$ cat src/rtl/serial_sub_pkg.sv
// serial_sub_pkg
// Shared types and constants for the bit-serial subtractor.
//   state_t       : IDLE / RUN / DONE control states
//   SUB_WIDTH_DEF : default operand width
//   cnt_width()   : bit-counter width for a given operand width
package serial_sub_pkg;

    localparam int SUB_WIDTH_DEF = 8;

    typedef enum logic [1:0] {
        IDLE = 2'd0,
        RUN  = 2'd1,
        DONE = 2'd2
    } state_t;

    // Counter only has to reach WIDTH-1; keep at least one bit.
    function automatic int cnt_width(input int w);
        return (w > 2) ? $clog2(w) : 1;
    endfunction

endpackage

$ cat src/rtl/full_subtractor_bit.sv
// full_subtractor_bit
// Combinational 1-bit full subtractor: x - y - bin.
//   x, y : operand bits
//   bin  : borrow in
//   d    : difference bit
//   bout : borrow out
module full_subtractor_bit (
    input  logic x,
    input  logic y,
    input  logic bin,
    output logic d,
    output logic bout
);

    assign d    = x ^ y ^ bin;
    // Borrow when x=0,y=1, or when x==y and a borrow propagates through.
    assign bout = (~x & y) | (~(x ^ y) & bin);

endmodule

$ cat src/rtl/serial_subtractor.sv
// serial_subtractor
// Bit-serial WIDTH-bit subtractor (A - B), LSB first, one full-subtractor
// cell reused every cycle. Start/busy/done handshake.
//   clk, rst   : clock, synchronous active-high reset
//   start      : request, sampled only in IDLE
//   a, b       : minuend / subtrahend, captured on accepted start
//   borrow_in  : initial borrow (only with SERIAL_SUB_BORROW_IN_EN)
//   busy       : high in RUN and DONE
//   done       : one-cycle result-valid pulse
//   diff       : A - B mod 2^WIDTH, held until next accepted start
//   borrow_out : final borrow, held with diff
// Build option: define SERIAL_SUB_BORROW_IN_EN to add the borrow_in port.
module serial_subtractor
    import serial_sub_pkg::*;
#(
    parameter int WIDTH = SUB_WIDTH_DEF
) (
    input  logic             clk,
    input  logic             rst,
    input  logic             start,
    input  logic [WIDTH-1:0] a,
    input  logic [WIDTH-1:0] b,
`ifdef SERIAL_SUB_BORROW_IN_EN
    input  logic             borrow_in,
`endif
    output logic             busy,
    output logic             done,
    output logic [WIDTH-1:0] diff,
    output logic             borrow_out
);

    localparam int CW = cnt_width(WIDTH);

    state_t           r_state, w_next;
    logic [WIDTH-1:0] r_a, r_b, r_diff;
    logic [CW-1:0]    r_cnt;
    logic             r_brw, r_bout;
    logic             w_d, w_bo, w_last, w_bin0;

`ifdef SERIAL_SUB_BORROW_IN_EN
    assign w_bin0 = borrow_in;
`else
    assign w_bin0 = 1'b0;
`endif

    assign w_last = (r_cnt == CW'(WIDTH - 1));

    full_subtractor_bit u_fs (
        .x    (r_a[0]),
        .y    (r_b[0]),
        .bin  (r_brw),
        .d    (w_d),
        .bout (w_bo)
    );

    // State register
    always_ff @(posedge clk) begin
        if (rst) r_state <= IDLE;
        else     r_state <= w_next;
    end

    // Next state: start is only looked at in IDLE; DONE lasts one cycle.
    always_comb begin
        w_next = r_state;
        case (r_state)
            IDLE:    if (start)  w_next = RUN;
            RUN:     if (w_last) w_next = DONE;
            DONE:    w_next = IDLE;
            default: w_next = IDLE;
        endcase
    end

    // Datapath
    always_ff @(posedge clk) begin
        if (rst) begin
            r_a    <= '0;
            r_b    <= '0;
            r_diff <= '0;
            r_cnt  <= '0;
            r_brw  <= 1'b0;
            r_bout <= 1'b0;
        end else begin
            case (r_state)
                IDLE: if (start) begin
                    r_a    <= a;
                    r_b    <= b;
                    r_cnt  <= '0;
                    r_brw  <= w_bin0;
                    r_diff <= '0;
                end
                RUN: begin
                    // Result bits enter at the MSB; after WIDTH shifts the
                    // first (LSB) difference bit has reached bit 0.
                    r_diff <= {w_d, r_diff[WIDTH-1:1]};
                    r_a    <= {1'b0, r_a[WIDTH-1:1]};
                    r_b    <= {1'b0, r_b[WIDTH-1:1]};
                    r_brw  <= w_bo;
                    r_cnt  <= r_cnt + 1'b1;
                    if (w_last) r_bout <= w_bo;
                end
                default: ;
            endcase
        end
    end

    // Status decodes straight from the state register.
    assign busy       = (r_state != IDLE);
    assign done       = (r_state == DONE);
    assign diff       = r_diff;
    assign borrow_out = r_bout;

endmodule
$ cat config.mk
export PLATFORM = sky130hd
export DESIGN_NAME = serial_subtractor
export DESIGN_NICKNAME = d
export VERILOG_FILES = /design/src/rtl/serial_sub_pkg.sv /design/src/rtl/full_subtractor_bit.sv /design/src/rtl/serial_subtractor.sv
export SDC_FILE = /design/constraint.sdc
export NUM_CORES = 1
export LEC_CHECK = 0
export ABC_AREA = 0
export CORE_MARGIN = 1.5
export CORE_UTILIZATION = 40
export CTS_BUF_LIST = sky130_fd_sc_hd__clkbuf_8 sky130_fd_sc_hd__clkbuf_16
export CTS_CLUSTER_SIZE = 12
export DETAILED_ROUTE_END_ITERATION = 10
export GPL_ROUTABILITY_DRIVEN = 0
export GPL_TIMING_DRIVEN = 0
export PLACE_DENSITY = 0.66
export SYNTH_ARGS = -nofsm -noshare
export SYNTH_HDL_FRONTEND = slang
export SYNTH_SLANG_ARGS = --single-unit
$ cat constraint.sdc
create_clock -name clk -period 1.45 [get_ports clk]
set_input_delay 0.29 -clock clk [delete_from_list [all_inputs] [get_ports clk]]
set_output_delay 0.29 -clock clk [all_outputs]
set_load 0.05 [all_outputs]
* After elaboration in Yosys (flattened, before gate mapping)
Index checks and enable logic that the tools add are counted. Widths: inputs -> output; s select.
Cells by class: reduce and logical (&&, ||, !) cells 6, add/sub/neg operators 1, mux-type cells 13, bitwise operators 7, equality and inequality tests 5
Operators with widths (count):
- $pmux 8 s2 | 3
- $mux 8 | 3
- $pmux 3 s2 | 1
- $reduce_and 2->1 | 3
- $mux 2 | 2
- $ne 2x2->1 const B | 2
- $pmux 2 s2 | 1
- $reduce_bool 2->1 | 2
- $add 3x1->3 const B | 1
- $eq 3x3->1 const B | 1
- $mux 3 | 1
- $and 1x1->1 | 2
- $eq 2x1->1 const B | 1
- $eq 2x2->1 const B | 1
- $logic_not 2->1 | 1
- $not 1->1 | 2
- $pmux 1 s2 | 1
- $xor 1x1->1 | 2
- $mux 1 | 1
- $or 1x1->1 | 1
Storage, ports and cells: bits in registers 31, word-level logic and storage cells 39

* Depth between registers and ports, before layout
Gate-level depths: netlist (run 1).
word-level depth 5, mapped depth 5

* Cells and area by module
A second synthesis (run 1) with hierarchy kept.
Second synthesis, totals: cell total of the unflattened synthesis 134, area total of the unflattened synthesis 1347.5 um^2
By module, submodules not included:
- serial_subtractor | area an instance 1316.3 um^2, sequential area each 620.6 um^2, cells an instance 130, times used 1
- full_subtractor_bit | area an instance 31.3 um^2, sequential area each 0.0 um^2, cells an instance 4, times used 1

* Worst setup path before layout (run 1)
Ideal clock, no wire load.
path type flip-flop to output port, start point register r_state[1], end point output port done, arrival time 1.194 ns, data required time 1.160 ns, path slack -0.034 ns, buffers on the path 0, stages on the path, launching flop included 2, cell sequence dfxtp_1 > nor2b_1
On the way: word-level cells in the longest chain between the ends 1
Ends and longest elaborated chain:
- start: declaration | line serial_subtractor.sv:34 | state_t r_state, w_next;
- start signal: assignment | line serial_subtractor.sv:59 | else r_state <= w_next;
- $eq 2x2->1 | line serial_subtractor.sv:108 | assign done = (r_state == DONE);
- end: declaration | line serial_subtractor.sv:27 | output logic done,
No other way between the ends.

* Worst setup path after layout (run 1)
Same ends and word-level chain as after synthesis.

==> impl_metrics.csv, run 1 <==
group,metric,value,unit
status,outcome,"finished, final reports clean",
synth,synth_area,0.00130,mm2
clock_network,clk_latency,0.28,ns
layout,finalNonFillerCells,213,
placement,dpl_worst_slack,-0.291,ns
clock_network,path_clk_slew,0.06,ns
sta,report.final.hold_viol_count,0,
synth,synth_cells,132,
detailed_routing,first_pass_iters,4,
hold_path,hold_path_class,"reg -> reg",
sta,timing.slew.headroom,68.9,%
placement,hpwlAfterDp,1900,um
synth,synth_ff_type,"dfxtp_1",
clock_network,cts_buffers,5,
floorplan,initial_core_util,42.3,%
sta,tns,0,ns
layout,drive_above_1_share,26.6,%
clock_network,cts_tree,"yes",
layout,nets,190,
clock_network,cts_buffer_depth,2,
placement,dp.cells,205,
global_route,grt_max_degree,11,
placement,io_buffers,29,
clock_network,htreeDepth,2,
setup_path,worst_setup_path_start_kind,"flop",
sta,period_share,96.3,%
detailed_routing,post_drt_wl_per_cell,12.7,um
sta,setup_viol,0,
clock_network,cts_root_buffer,"clkbuf_8",
floorplan,io_pins,30,
detailed_routing,avgViaCountPerCell,4.85,
synth,synth_edf_count,0,
detailed_routing,wl,2710,um
synth,synthArstFlopShare,0,%
run,maxCapViolCount,0,
floorplan,core,0.00308,mm2
synth,ys_warn_count,0,
sta,fmax,0.716,GHz
global_route,grt.overflow.total,0,
setup_path,crit_fanout,7,
floorplan,rows,20,
sta,drv_slew,0,
floorplan,die_w,60.0,um
power,power.density,1070,mW/mm2
clock_network,cts_post_setup_buffers_inserted,0,
detailed_routing,ant_nets,0,
power,finalPower,1.82,mW
synth,synth-seq-cells,31,
sta,fin_ws,0.0537,ns
synth,synth.avg_cell_area,9.86,um2
setup_path,criticalPathCategory,"reg -> out",
setup_path,cp.required,1.16,ns
synth,ys_types,24,
synth,ys_top_cells_by_area,"dfxtp_1 (48%), o221a_2 (11%), a22oi_1 (6.3%)",
global_route,grt_pass1_wl,4600,um
synth,yosysTopAreaCell,"dfxtp_1",
power,vdd_drop_max,0.588,mV
layout,antenna_cells,0,
global_route,grt_usage,17.7,%
clock_network,clock-sinks,31,
sta,fin_crit,1.40,ns
sta,tightest_slew,0.466,ns
detailed_routing,drc_errors,0,
detailed_routing,drt_iter0_drc,76,
power,leakagePower,0.690,nW
layout,area_delta_synth_final,30.4,%
global_route,antenna_found_initial,0,
detailed_routing,vias,1032,
setup_path,cp-end-kind,"output port",
synth,synth_common_cells,"dfxtp_1 (31), inv_1 (19), nor2_1 (17), a21oi_1 (14), o221a_2 (13)",
sta,hold_slack,0.517,ns
sta,rsz0062_at_grt,"false",
synth,synth_fp_nets,154,
synth,synth.most_common_cell,"dfxtp_1",
floorplan,die_area,0.00360,mm2
synth,synth_top_area_share,47.7,%
sta,fin_skew,0.00489,ns
setup_path,arrival,1.11,ns
synth,ys_seq_area_share,47.7,%
floorplan,die_h,60.0,um
global_route,grt_pass1_vias,998,
==> worst paths after layout <==
| kind | startpoint | endpoint | slack, ns | depth (start not counted) |
|---|---|---|---|---|
| worst max-delay path | r_state[1] | done | 0.05 | 2 |
| worst min-delay path | r_cnt[1] | r_cnt[1] | 0.52 | 2 |
| worst max register to register | r_brw | borrow_out | 0.21 | 3 |
| worst min register to register | r_cnt[1] | r_cnt[1] | 0.52 | 2 |
==> sequential cells by signal, summed over array words and instances, names as in the netlist <==
name / flops
r_cnt: 3
r_b: 8
r_a: 8
borrow_out: 1
r_state: 2
r_brw: 1
diff: 8
==> layout make-up <==
class | instances | area, um2
Clock buffer | 5 | 68.8
Buffer | 9 | 67.6
Sequential cell | 31 | 623
Inverter | 19 | 71.3
Multi-Input combinational cell | 73 | 544
Timing Repair Buffer | 29 | 254
Clock inverter | 3 | 12.5
Fill cell | 305 | 1380
Tap cell | 44 | 55.1
==> cells by family (layout without fill, tap and decap cells) <==
logic type / count (synthesis) / after routing / share of synthesized area (%)
compound gates: 44 / 44 / 28.2
flops: 31 / 31 / 47.7
buf+inv: 28 / 65 / 10.7
simple gates: 24 / 24 / 8.46
fa+ha+maj: 3 / 3 / 3.46
mux: 2 / 2 / 1.54
==> timing repair <==
item,CTS,global route
hold endpoints to repair,0,0
resized for setup,31,8
setup endpoints to repair,11,7
hold buffers,0,0
gates cloned,0,0
==> report_power, final <==
group / total [mW] / switching, mW / internal [mW]
clock network: 0.630 / 0.308 / 0.322
registers: 0.929 / 0.0293 / 0.899
logic: 0.261 / 0.126 / 0.135
==> through the flow <==
| stage | util, % | cell area, um2 |
|---|---|---|
| after CTS | 56.0 | 1720 |
| after global routing | 55.1 | 1700 |
| after floorplan | - | 1300 |
| after global placement | 53.6 | 1650 |
| after detailed placement | 53.6 | 1650 |
| final | 55.1 | 1700 |
==> worst max-delay path: stages (launching register included) <==
cell and delay, ns:
dfxtp_2 0.41, nor2b_2 0.15, buf_2 0.26
==> routing by layer <==
metal  share of wire, %  up-vias  global-route usage [%]
met5                  0        -                       0
met4                1.6        0                    8.57
met3                4.8        6                    5.84
met2                 45       18                    26.4
met1                 49      476                    22.9
li1                   -      532                       -
==> placed cells by master, fill, tap and decap left out <==
master | Yosys | final
o221a_1 | 1 | 1
nor2_2 | 1 | 1
mux2i_1 | 2 | 2
clkbuf_1 | 2 | 2
ha_1 | 2 | 2
a21oi_1 | 14 | 14
dfxtp_1 | 31 | 29
clkinv_2 | 0 | 1
a21oi_2 | 1 | 1
a22oi_1 | 11 | 11
inv_1 | 19 | 21
buf_6 | 3 | 3
fa_1 | 1 | 1
a311oi_2 | 1 | 1
o221a_2 | 13 | 13
dfxtp_2 | 0 | 2
o21bai_1 | 1 | 1
clkbuf_8 | 0 | 5
nor2b_2 | 0 | 1
nor2_1 | 17 | 17
nand2_1 | 2 | 2
clkbuf_2 | 0 | 6
buf_2 | 0 | 2
nor3b_1 | 1 | 1
nor3_1 | 1 | 1
a22oi_2 | 2 | 2
clkdlybuf4s15_2 | 0 | 3
nor2b_4 | 1 | 1
buf_4 | 3 | 3
clkdlybuf4s50_1 | 0 | 18
buf_1 | 1 | 1
Power figures use the tool's default switching activity.
==> run 2, diff against run 1 <==
==> constraint.sdc (replaced) <==
create_clock -name clk -period 1.45 [get_ports clk]
set_input_delay 0.3625 -clock clk [delete_from_list [all_inputs] [get_ports clk]]
set_output_delay 0.3625 -clock clk [all_outputs]
set_load 0.05 [all_outputs]
==> run 2 against run 1 <==
Net effect:
- register-to-register slack about the same
- maximum frequency decreased by 0.72%
- wire length decreased by 0.26%
- largest cell class unchanged
- die area unchanged
- non-clock buffer count increased by 1
- cell count increased by 0.47%
- clock power about the same
- critical endpoint is now busy
- first-iteration DRC count decreased by 17%
- clock skew about the same
- worst setup slack got worse by 0.010 ns
- combinational power increased by 2%
==> impl_metrics.csv, run 2 (synthesis results as in run 1) <==
group,metric,value,unit
setup_path,criticalPathCategory,"reg -> out",
floorplan,core,0.00308,mm2
setup_path,cp.required,1.09,ns
placement,io_buffers,29,
setup_path,crit_fanout,7,
floorplan,initial_core_util,42.3,%
power,vdd_drop_max,0.587,mV
sta,fin_crit,1.41,ns
global_route,grt_pass1_vias,998,
clock_network,clk_latency,0.28,ns
floorplan,die_h,60.0,um
setup_path,worst_setup_path_start_kind,"flop",
clock_network,cts_buffers,5,
sta,period_share,97.0,%
detailed_routing,drc_errors,0,
sta,setup_viol,0,
setup_path,rrSetupSlack,0.21,ns
detailed_routing,ant_nets,0,
sta,fmax,0.711,GHz
run,maxCapViolCount,0,
floorplan,io_pins,30,
detailed_routing,drt_iter0_drc,63,
global_route,antenna_found_initial,0,
setup_path,path_cells,"nor2_1 > inv_1 > clkbuf_4",
setup_path,cp-end-kind,"output port",
power,finalPower,1.82,mW
clock_network,clock-sinks,31,
layout,final_common_cell,"dfxtp_1",
hold_path,worstHoldEndpoint,"r_state[0]",
clock_network,path_clk_slew,0.06,ns
layout,antenna_cells,0,
layout,area_delta_synth_final,34.3,%
placement,hpwlAfterDp,1900,um
sta,rsz0062_at_grt,"false",
sta,timing.slew.headroom,69.6,%
power,leakagePower,0.698,nW
detailed_routing,avgViaCountPerCell,4.85,
detailed_routing,wl,2700,um
layout,drive_above_1_share,28.2,%
setup_path,arrival,1.04,ns
sta,hold_slack,0.494,ns
global_route,grt_usage,17.7,%
setup_path,max_stage_delay,0.37,ns
setup_path,crit_buf_inv,2,
sta,tightest_slew,0.455,ns
status,outcome,"finished, final reports clean",
layout,nFillCells,289,
global_route,grt_max_degree,11,
setup_path,r2r-end,"borrow_out",
floorplan,die_area,0.00360,mm2
sta,fin_skew,0.00502,ns
clock_network,cts_root_buffer,"clkbuf_8",
clock_network,cts_tree,"yes",
global_route,grt.overflow.total,0,
detailed_routing,vias,1037,
layout,mostFrequentLayoutCells,"dfxtp_1 (29), inv_1 (21), clkdlybuf4s50_1 (18)",
sta,report.final.hold_viol_count,0,
clock_network,cts_buffer_depth,2,
layout,nets,191,
hold_path,hold-path-cell-count,1,
clock_network,cts_hold_buf,0,
floorplan,die_w,60.0,um
clock_network,htreeDepth,2,
setup_path,r2r_cells,3,
hold_path,hold_path_class,"reg -> reg",
power,power.density,1040,mW/mm2
setup_path,critical-path-top-delay-family,"flip-flops",
detailed_routing,post_drt_wl_per_cell,12.6,um
hold_path,hp-start,"r_state[1]",
global_route,grt_pass1_wl,4600,um
sta,drv_slew,0,
setup_path,slowest_stage,"dfxtp_4",
detailed_routing,first_pass_iters,4,
floorplan,rows,20,
setup_path,timing.rr.start,"r_brw",
## run 2: changes by cell type in the layout (fill, tap and decap cells not counted), sizes merged
cell	delta
clkbuf	-4
clkdlybuf4s15	+5
## run 2: final cells by class
cell class              instances  area (um2)  area share (%)
multi-input cells              73         548            31.4
inverters                      19        71.3            4.08
clock buffers                   5        68.8            3.94
well taps                      44        55.1            3.15
plain buffers                   9        68.8            3.94
clock inverters                 3        12.5           0.716
flip-flops and latches         31         626            35.8
repair buffers                 30         298            17.0
## run 2: worst max-delay path by stage
stage,from,endpoint,cells past startpoint
6_report,r_state[1],busy,3
2_1_floorplan,r_state[1],done,1
4_1_cts,r_state[1],busy,3
3_3_place_gp,r_state[1],done,2
5_1_grt,r_state[1],busy,3
3_5_place_dp,r_state[1],done,2
## run 2: per-layer routing
metal | part of all wire [%] | up-vias | global-route usage (%)
met1 | 49 | 474 | 22.9
met2 | 45 | 20 | 26.4
li1 | - | 537 | -
met4 | 1.6 | 0 | 8.57
met5 | 0 | - | 0
met3 | 4.5 | 6 | 5.84
## run 2: per-stage QoR
step / worst slack (ns) / std cells / utilization (%) / setup TNS (ns) / area, um2
finish: 0.0436 / 214 / 56.8 / 0 / 1750
global placement: -0.345 / 205 / 53.6 / -6.10 / 1650
CTS: 0.00908 / 213 / 56.4 / 0 / 1740
floorplan: 0.134 / 132 / - / 0 / 1300
detailed placement: -0.364 / 205 / 53.6 / -6.60 / 1650
global route: 0.00300 / 214 / 56.8 / 0 / 1750
## run 2: what timing repair did
action / CTS / global route
hold endpoints to repair: 0 / 0
gates cloned: 0 / 0
pin swaps: 0 / 1
endpoints found under the setup margin: 11 / 12
gates resized for setup: 40 / 6
setup buffers: 0 / 1
## run 2: where the power goes
group	switching (mW)	total (mW)	leakage (nW)	internal [mW]
logic	0.126	0.265	0.392	0.138
registers	0.0293	0.927	0.255	0.898
clock network	0.309	0.630	0.0505	0.322
